--- src/rtl/mul_div_unit.sv ---
// Iterative HI/LO multiply/divide unit for the EX stage.
// Define MDU_MADD_EN to enable the MADD/MADDU accumulate ops (op 110/111).
module mul_div_unit #(
    parameter int MULT_CYCLES = 5
) (
    input  logic        clk,
    input  logic        reset,
    input  logic        start,
    input  logic [2:0]  op,
    input  logic [31:0] A,
    input  logic [31:0] B,
    output logic        busy,
    output logic        done,
    output logic [31:0] hi,
    output logic [31:0] lo
);

    localparam logic [2:0] OP_MULT  = 3'b000;
    localparam logic [2:0] OP_MULTU = 3'b001;
    localparam logic [2:0] OP_DIV   = 3'b010;
    localparam logic [2:0] OP_DIVU  = 3'b011;
    localparam logic [2:0] OP_MTHI  = 3'b100;
    localparam logic [2:0] OP_MTLO  = 3'b101;
`ifdef MDU_MADD_EN
    localparam logic [2:0] OP_MADD  = 3'b110;
    localparam logic [2:0] OP_MADDU = 3'b111;
`endif

    typedef enum logic [1:0] {IDLE, MUL, DIV} state_t;

    state_t      state;
    logic [4:0]  count;
    logic [31:0] op_a;
    logic [31:0] op_b;
    logic        is_signed;
`ifdef MDU_MADD_EN
    logic        accumulate;
    logic [63:0] addend;
`endif
    logic [31:0] quot;
    logic [31:0] rem;
    logic [31:0] divisor;
    logic        neg_q;
    logic        neg_r;
    logic        div_zero;

    logic [63:0] ext_a;
    logic [63:0] ext_b;
    logic [63:0] mul_result;
    logic [32:0] shifted;
    logic [32:0] trial;
    logic        fits;
    logic [31:0] q_next;
    logic [31:0] r_next;
    logic [31:0] q_final;
    logic [31:0] r_final;

    always_comb begin
        ext_a = is_signed ? {{32{op_a[31]}}, op_a} : {32'b0, op_a};
        ext_b = is_signed ? {{32{op_b[31]}}, op_b} : {32'b0, op_b};
`ifdef MDU_MADD_EN
        mul_result = ext_a * ext_b + (accumulate ? addend : 64'd0);
`else
        mul_result = ext_a * ext_b;
`endif
    end

    // One restoring-divide step; the last step also gets its sign fix here.
    always_comb begin
        shifted = {rem, quot[31]};
        trial   = shifted - {1'b0, divisor};
        fits    = (shifted >= {1'b0, divisor});
        r_next  = fits ? trial[31:0] : shifted[31:0];
        q_next  = {quot[30:0], fits};
        q_final = neg_q ? (32'd0 - q_next) : q_next;
        r_final = neg_r ? (32'd0 - r_next) : r_next;
    end

    always_ff @(posedge clk) begin
        if (reset) begin
            state <= IDLE;
            count <= 5'd0;
            busy  <= 1'b0;
            done  <= 1'b0;
            hi    <= 32'd0;
            lo    <= 32'd0;
        end else begin
            done <= 1'b0;
            case (state)
                IDLE: begin
                    if (start) begin
                        case (op)
                            OP_MULT, OP_MULTU: begin
                                state     <= MUL;
                                busy      <= 1'b1;
                                count     <= 5'(MULT_CYCLES - 1);
                                op_a      <= A;
                                op_b      <= B;
                                is_signed <= (op == OP_MULT);
`ifdef MDU_MADD_EN
                                accumulate <= 1'b0;
`endif
                            end
`ifdef MDU_MADD_EN
                            OP_MADD, OP_MADDU: begin
                                state      <= MUL;
                                busy       <= 1'b1;
                                count      <= 5'(MULT_CYCLES - 1);
                                op_a       <= A;
                                op_b       <= B;
                                is_signed  <= (op == OP_MADD);
                                accumulate <= 1'b1;
                                addend     <= {hi, lo};
                            end
`endif
                            OP_DIV, OP_DIVU: begin
                                state    <= DIV;
                                busy     <= 1'b1;
                                count    <= 5'd31;
                                rem      <= 32'd0;
                                quot     <= (op == OP_DIV && A[31]) ? (32'd0 - A) : A;
                                divisor  <= (op == OP_DIV && B[31]) ? (32'd0 - B) : B;
                                neg_q    <= (op == OP_DIV) && (A[31] ^ B[31]);
                                neg_r    <= (op == OP_DIV) && A[31];
                                div_zero <= (B == 32'd0);
                            end
                            OP_MTHI: hi <= A;
                            OP_MTLO: lo <= A;
                            default: ;
                        endcase
                    end
                end
                MUL: begin
                    if (count == 5'd0) begin
                        {hi, lo} <= mul_result;
                        state    <= IDLE;
                        busy     <= 1'b0;
                        done     <= 1'b1;
                    end else begin
                        count <= count - 5'd1;
                    end
                end
                DIV: begin
                    quot <= q_next;
                    rem  <= r_next;
                    // Divide by zero runs the full latency but leaves HI/LO untouched.
                    if (count == 5'd0) begin
                        if (!div_zero) begin
                            hi <= r_final;
                            lo <= q_final;
                        end
                        state <= IDLE;
                        busy  <= 1'b0;
                        done  <= 1'b1;
                    end else begin
                        count <= count - 5'd1;
                    end
                end
                default: state <= IDLE;
            endcase
        end
    end

endmodule

--- config.mk ---
export PLATFORM = sky130hd
export DESIGN_NAME = mul_div_unit
export DESIGN_NICKNAME = d
export VERILOG_FILES = /design/src/rtl/mul_div_unit.sv
export SDC_FILE = /design/constraint.sdc
export NUM_CORES = 2
export LEC_CHECK = 0
export ABC_CLOCK_PERIOD_IN_PS = 14690
export CAP_MARGIN = 10
export CORE_MARGIN = 8
export CORE_UTILIZATION = 60
export CTS_CLUSTER_DIAMETER = 120
export CTS_CLUSTER_SIZE = 24
export DETAILED_ROUTE_END_ITERATION = 12
export PLACE_DENSITY = 0.76
export SLEW_MARGIN = 20
export SYNTH_ARGS = -nofsm -noshare
export SYNTH_HDL_FRONTEND = slang
export SYNTH_SLANG_ARGS = --single-unit
--- constraint.sdc ---
create_clock -name clk -period 14.69 [get_ports clk]
set_input_delay 2.938 -clock clk [delete_from_list [all_inputs] [get_ports clk]]
set_output_delay 2.938 -clock clk [all_outputs]
set_load 0.05 [all_outputs]
Word level (Yosys, flattened, before mapping) --
Index checks and enable logic that the tools add are counted.
Operators by class: add/sub/neg operators 6, multiply operators 1, $lt $le $gt $ge 1, equal/unequal tests 18, muxes and demuxes 38, bitwise logic cells 3, reduce and logical (&&, ||, !) cells 23
Operators with widths (count):
- 32-bit two-way mux | 19
- 32-bit case mux with 3 select lines | 2
- 64-bit two-way mux | 2
- 32-bit case mux with 2 select lines | 2
- 1-bit by 32-bit subtractor with 32-bit output, first input constant | 4
- 64-bit by 64-bit multiplier with 64-bit output | 1
- 33-bit by 32-bit greater-or-equal comparator with 1-bit output | 1
- 32-bit zero test | 1
- 32-bit subtractor | 1
- 5-bit case mux with 2 select lines | 2
- 4-bit AND reduction | 5
- 2-bit != test, second input constant | 6
- 6-bit AND reduction | 2
- 5-bit two-way mux | 2
- 2-bit by 1-bit != test with 1-bit output, second input constant | 4
- 2-bit case mux with 2 select lines | 2
- 2-bit OR reduction | 4
- 3-bit by 2-bit == test with 1-bit output, second input constant | 2
- 3-bit == test, second input constant | 2
- 5-bit zero test | 1
- 5-bit by 1-bit subtractor with 5-bit output, second input constant | 1
- 1-bit two-way mux | 4
- 2-bit two-way mux | 2
- 2-bit nonzero test | 2
- other kinds (13) | 16
Word-level totals: flip-flop bits (word level) 237, output and inout bits 66, word-level logic and storage cells 105

Longest topological paths before layout --
word-level depth 7, gate-level depth with buffers 38, gate-level depth less buffers 34

Least setup slack after synthesis --
Ideal clock, no wire load.
kind in2reg, start input port reset, end register is_signed (enable), arrival time 9996 ps, required time 14018 ps, slack 4022 ps, cell stages on the path 3, path buffers 2, path through clkbuf_1 > clkbuf_1 > nor4b_1
Between the ends: word-level cells in the longest chain between the ends 2
Ends and longest elaborated chain:
- start, declared | line 7 | input logic reset,
- 1-bit NOT (no source line)
- 4-bit AND reduction (no source line)
- end signal, assigned | line 99 | is_signed <= (op == OP_MULT);
- end, declared | line 35 | logic is_signed;
No other way between the ends. A chain may end at the register's enable or synchronous reset.

Final worst setup path --
start register op_a[31], end register hi[28]
Between the ends: word-level cells in the longest chain between the ends 4
Ends and longest elaborated chain:
- start, declared | line 33 | logic [31:0] op_a;
- start signal, assigned | line 97 | op_a <= A;
- 64-bit two-way mux | line 59 | ext_a = is_signed ? {{32{op_a[31]}}, op_a} : {32'b0, op_a};
- 64-bit by 64-bit multiplier with 64-bit output | line 64 | mul_result = ext_a * ext_b;
- 32-bit two-way mux | line 134 | if (count == 5'd0) begin
- 32-bit case mux with 3 select lines | line 89 | case (state)
- end signal, assigned | line 135 | {hi, lo} <= mul_result;
- end signal, assigned | line 149 | hi <= r_final;
- end, declared | line 14 | output logic [31:0] hi,
No other way between the ends. The select of a mux whose other input is x is not followed.

==> results.ini <==
[logic_synthesis]
syn-num-nets = 8465
syn_area_per_cell_um2 = 9.35
yosys_most_used_dff = edfxtp_1
synth_cell_types = 88
yosysSeqAreaShare = 0.103
yosys_warnings = 0
synth-edff-count = 164
ys_seq_elements = 237
async_reset_ff_frac = 0
mappedNetlistArea_um2 = 61900
postSynthCellCount = 6626

[detailed_routing]
totalWireLength_um = 186000
wl_per_cell_um = 23.4
first_pass_iters = 5
ant_nets = 0
avgViaCountPerCell = 5.78
first_iter_violations = 4325
drc = 0
dr_total_vias = 45918

[critical_path]
worstPathArrival_ns = 12.39
slowest_delay_ns = 0.95
crit_fanout = 39
required_ns = 15.11
r2r_slack_ns = 2.72
reg2reg_depth = 31
reg2reg_to = hi[28]
startpoint_type = flip-flop
timing.rr.start = op_a[31]
critPathMostFrequentCell = fa_1
crit_type = reg2reg
endpoint_kind = flip-flop
slowest_stage = and2_1

[global_route]
grt_first_pass_wirelength_um = 294000
antenna_found_initial = 11
grt_overflow = 0
grt_start_max_net_pins = 80
grt_pass1_vias = 49967
track_usage = 0.340

[die]
row_count = 118
pin_count = 136
dieArea_um2 = 114000
core-area_um2 = 103000
die_h_um = 337
start_util = 0.602
die_w_um = 337

[worst_hold_path]
min_from = lo[31]
hp-class = reg2reg
min_path_cells = 2
hold_end = lo[31]

[clocking]
cts_resized = 0
cts_tree = done
cts_buffers = 13
clock_sinks = 237
clk_path_buf_depth = 3
cts_hold_buffers = 0
clock-root-buffer = clkbuf_16
post_cts_buffers = 0
clk_latency_ns = 0.54
clk_pin_slew_ns = 0.13
htree_levels = 1

[place]
dpl.hpwl_um = 149000
gp_congestion = 0.980
io_buffers = 135

[timing]
tns_ns = 0
worst_slew_pin_slew_ns = 1.30
setup_viol = 0
final_max_slew_viol_count = 0
fmax_mhz = 83.6
hold_violations = 0
finalClockSkew_ns = 0.0382
rsz0062_at_grt = false
period_needed_ns = 11.97
relSlewSlack = 0.125
finalCritPeriodShare = 0.815

[cells_and_area]
fill_cells = 8540
fin_nets = 8392
synthToLayoutAreaGrowth_pct = 4.85
drive_above_1_share = 0.0239
layout_commonest_cell = inv_1
final_cell_mix = inv_1, fa_1, nand2_1, and2_1, ha_1

[run]
maxCapViolCount = 0

[status]
status = completed

critical path, delay by kind of cell (launching register included):
kind / cells / cell delay [ns]
AO/OA/AOI/OAI: 10 / 2.68
adder cells (fa/ha/maj): 11 / 6.06
buffers and inverters: 6 / 0.96
flip-flops: 1 / 0.36
multiplexers: 1 / 0.35
AND/OR/NAND/NOR: 3 / 1.40
state kept, by name (all words and copies together) (netlist names), 5 cells and up:
name / cells
count: 5
lo: 32
divisor: 32
quot: 32
op_b: 32
hi: 32
op_a: 32
rem: 32
synthesized netlist by cell type, drive strengths merged, types with 27 or more instances:
| library cell | count | area [um2] |
|---|---|---|
| buf | 27 | 114 |
| o21ai | 134 | 674 |
| and3 | 29 | 181 |
| nor3 | 53 | 265 |
| o31ai | 30 | 235 |
| inv | 1588 | 5960 |
| dfxtp | 73 | 1460 |
| a21oi | 185 | 933 |
| and2 | 581 | 3630 |
| a221oi | 34 | 298 |
| nor2 | 236 | 886 |
| xor2 | 78 | 683 |
| fa | 1420 | 28400 |
| nand3 | 37 | 190 |
| a211oi | 29 | 218 |
| xnor2 | 176 | 1540 |
| a21o | 48 | 360 |
| nand2 | 712 | 2670 |
| edfxtp | 164 | 4920 |
| ha | 349 | 4370 |
| nand2b | 28 | 183 |
| clkbuf | 285 | 1070 |
layer usage:
layer  vias to the layer above  wire length [um]  part of all wire  GRT usage
li1                      19768                 -                 -          -
met1                     23272             73400              0.39      0.468
met2                      2489             80500              0.43      0.509
met3                       387             22900              0.12     0.0951
met4                         2              9070             0.049      0.140
met5                         -                13          0.000070          0
through the flow:
stage	util	hold slack [ns]	setup slack (ns)	instance area (um2)	cells
3_3_place_gp	0.627	0.442	3.19	64500	7918
3_5_place_dp	0.627	0.447	2.99	64500	7918
2_1_floorplan	-	0.460	4.02	61900	6626
5_1_grt	0.631	0.476	2.12	64900	7940
6_report	0.631	0.461	2.72	64900	7945
4_1_cts	0.631	0.465	2.87	64900	7940
worst max-delay path by stage:
stage                  start         to
global route        op_a[31]     hi[28]
floorplan              reset  is_signed
finish              op_a[31]     hi[28]
detailed placement  op_a[31]     hi[28]
CTS                 op_a[31]     hi[28]
global placement    op_a[31]     hi[28]
area by class of cell:
cell class,instances,area (um2),share of cell area
Sequential cell,237,6390,0.0983
Multi-Input combinational cell,4488,48500,0.746
Inverter,1589,5960,0.0918
Clock buffer,20,352,0.00541
Timing Repair Buffer,224,2010,0.0310
Clock inverter,2,13.8,0.000212
Tap cell,1380,1730,0.0266
Antenna cell,5,12.5,0.000193
logic make-up (layout without fill, tap and decap cells):
family / count (synthesis) / in the layout / synth area share
buf+inv: 1901 / 1835 / 0.115
simple gates: 1798 / 1798 / 0.143
fa+ha+maj: 1771 / 1771 / 0.530
compound gates: 642 / 642 / 0.0687
xor+xnor: 254 / 254 / 0.0359
flops: 237 / 237 / 0.103
mux: 23 / 23 / 0.00382
other cells: 0 / 5 / 0
Power is left out: the tool's default activity adds up to more than one toggle a clock period on the data nets, which glitch-free logic cannot reach.
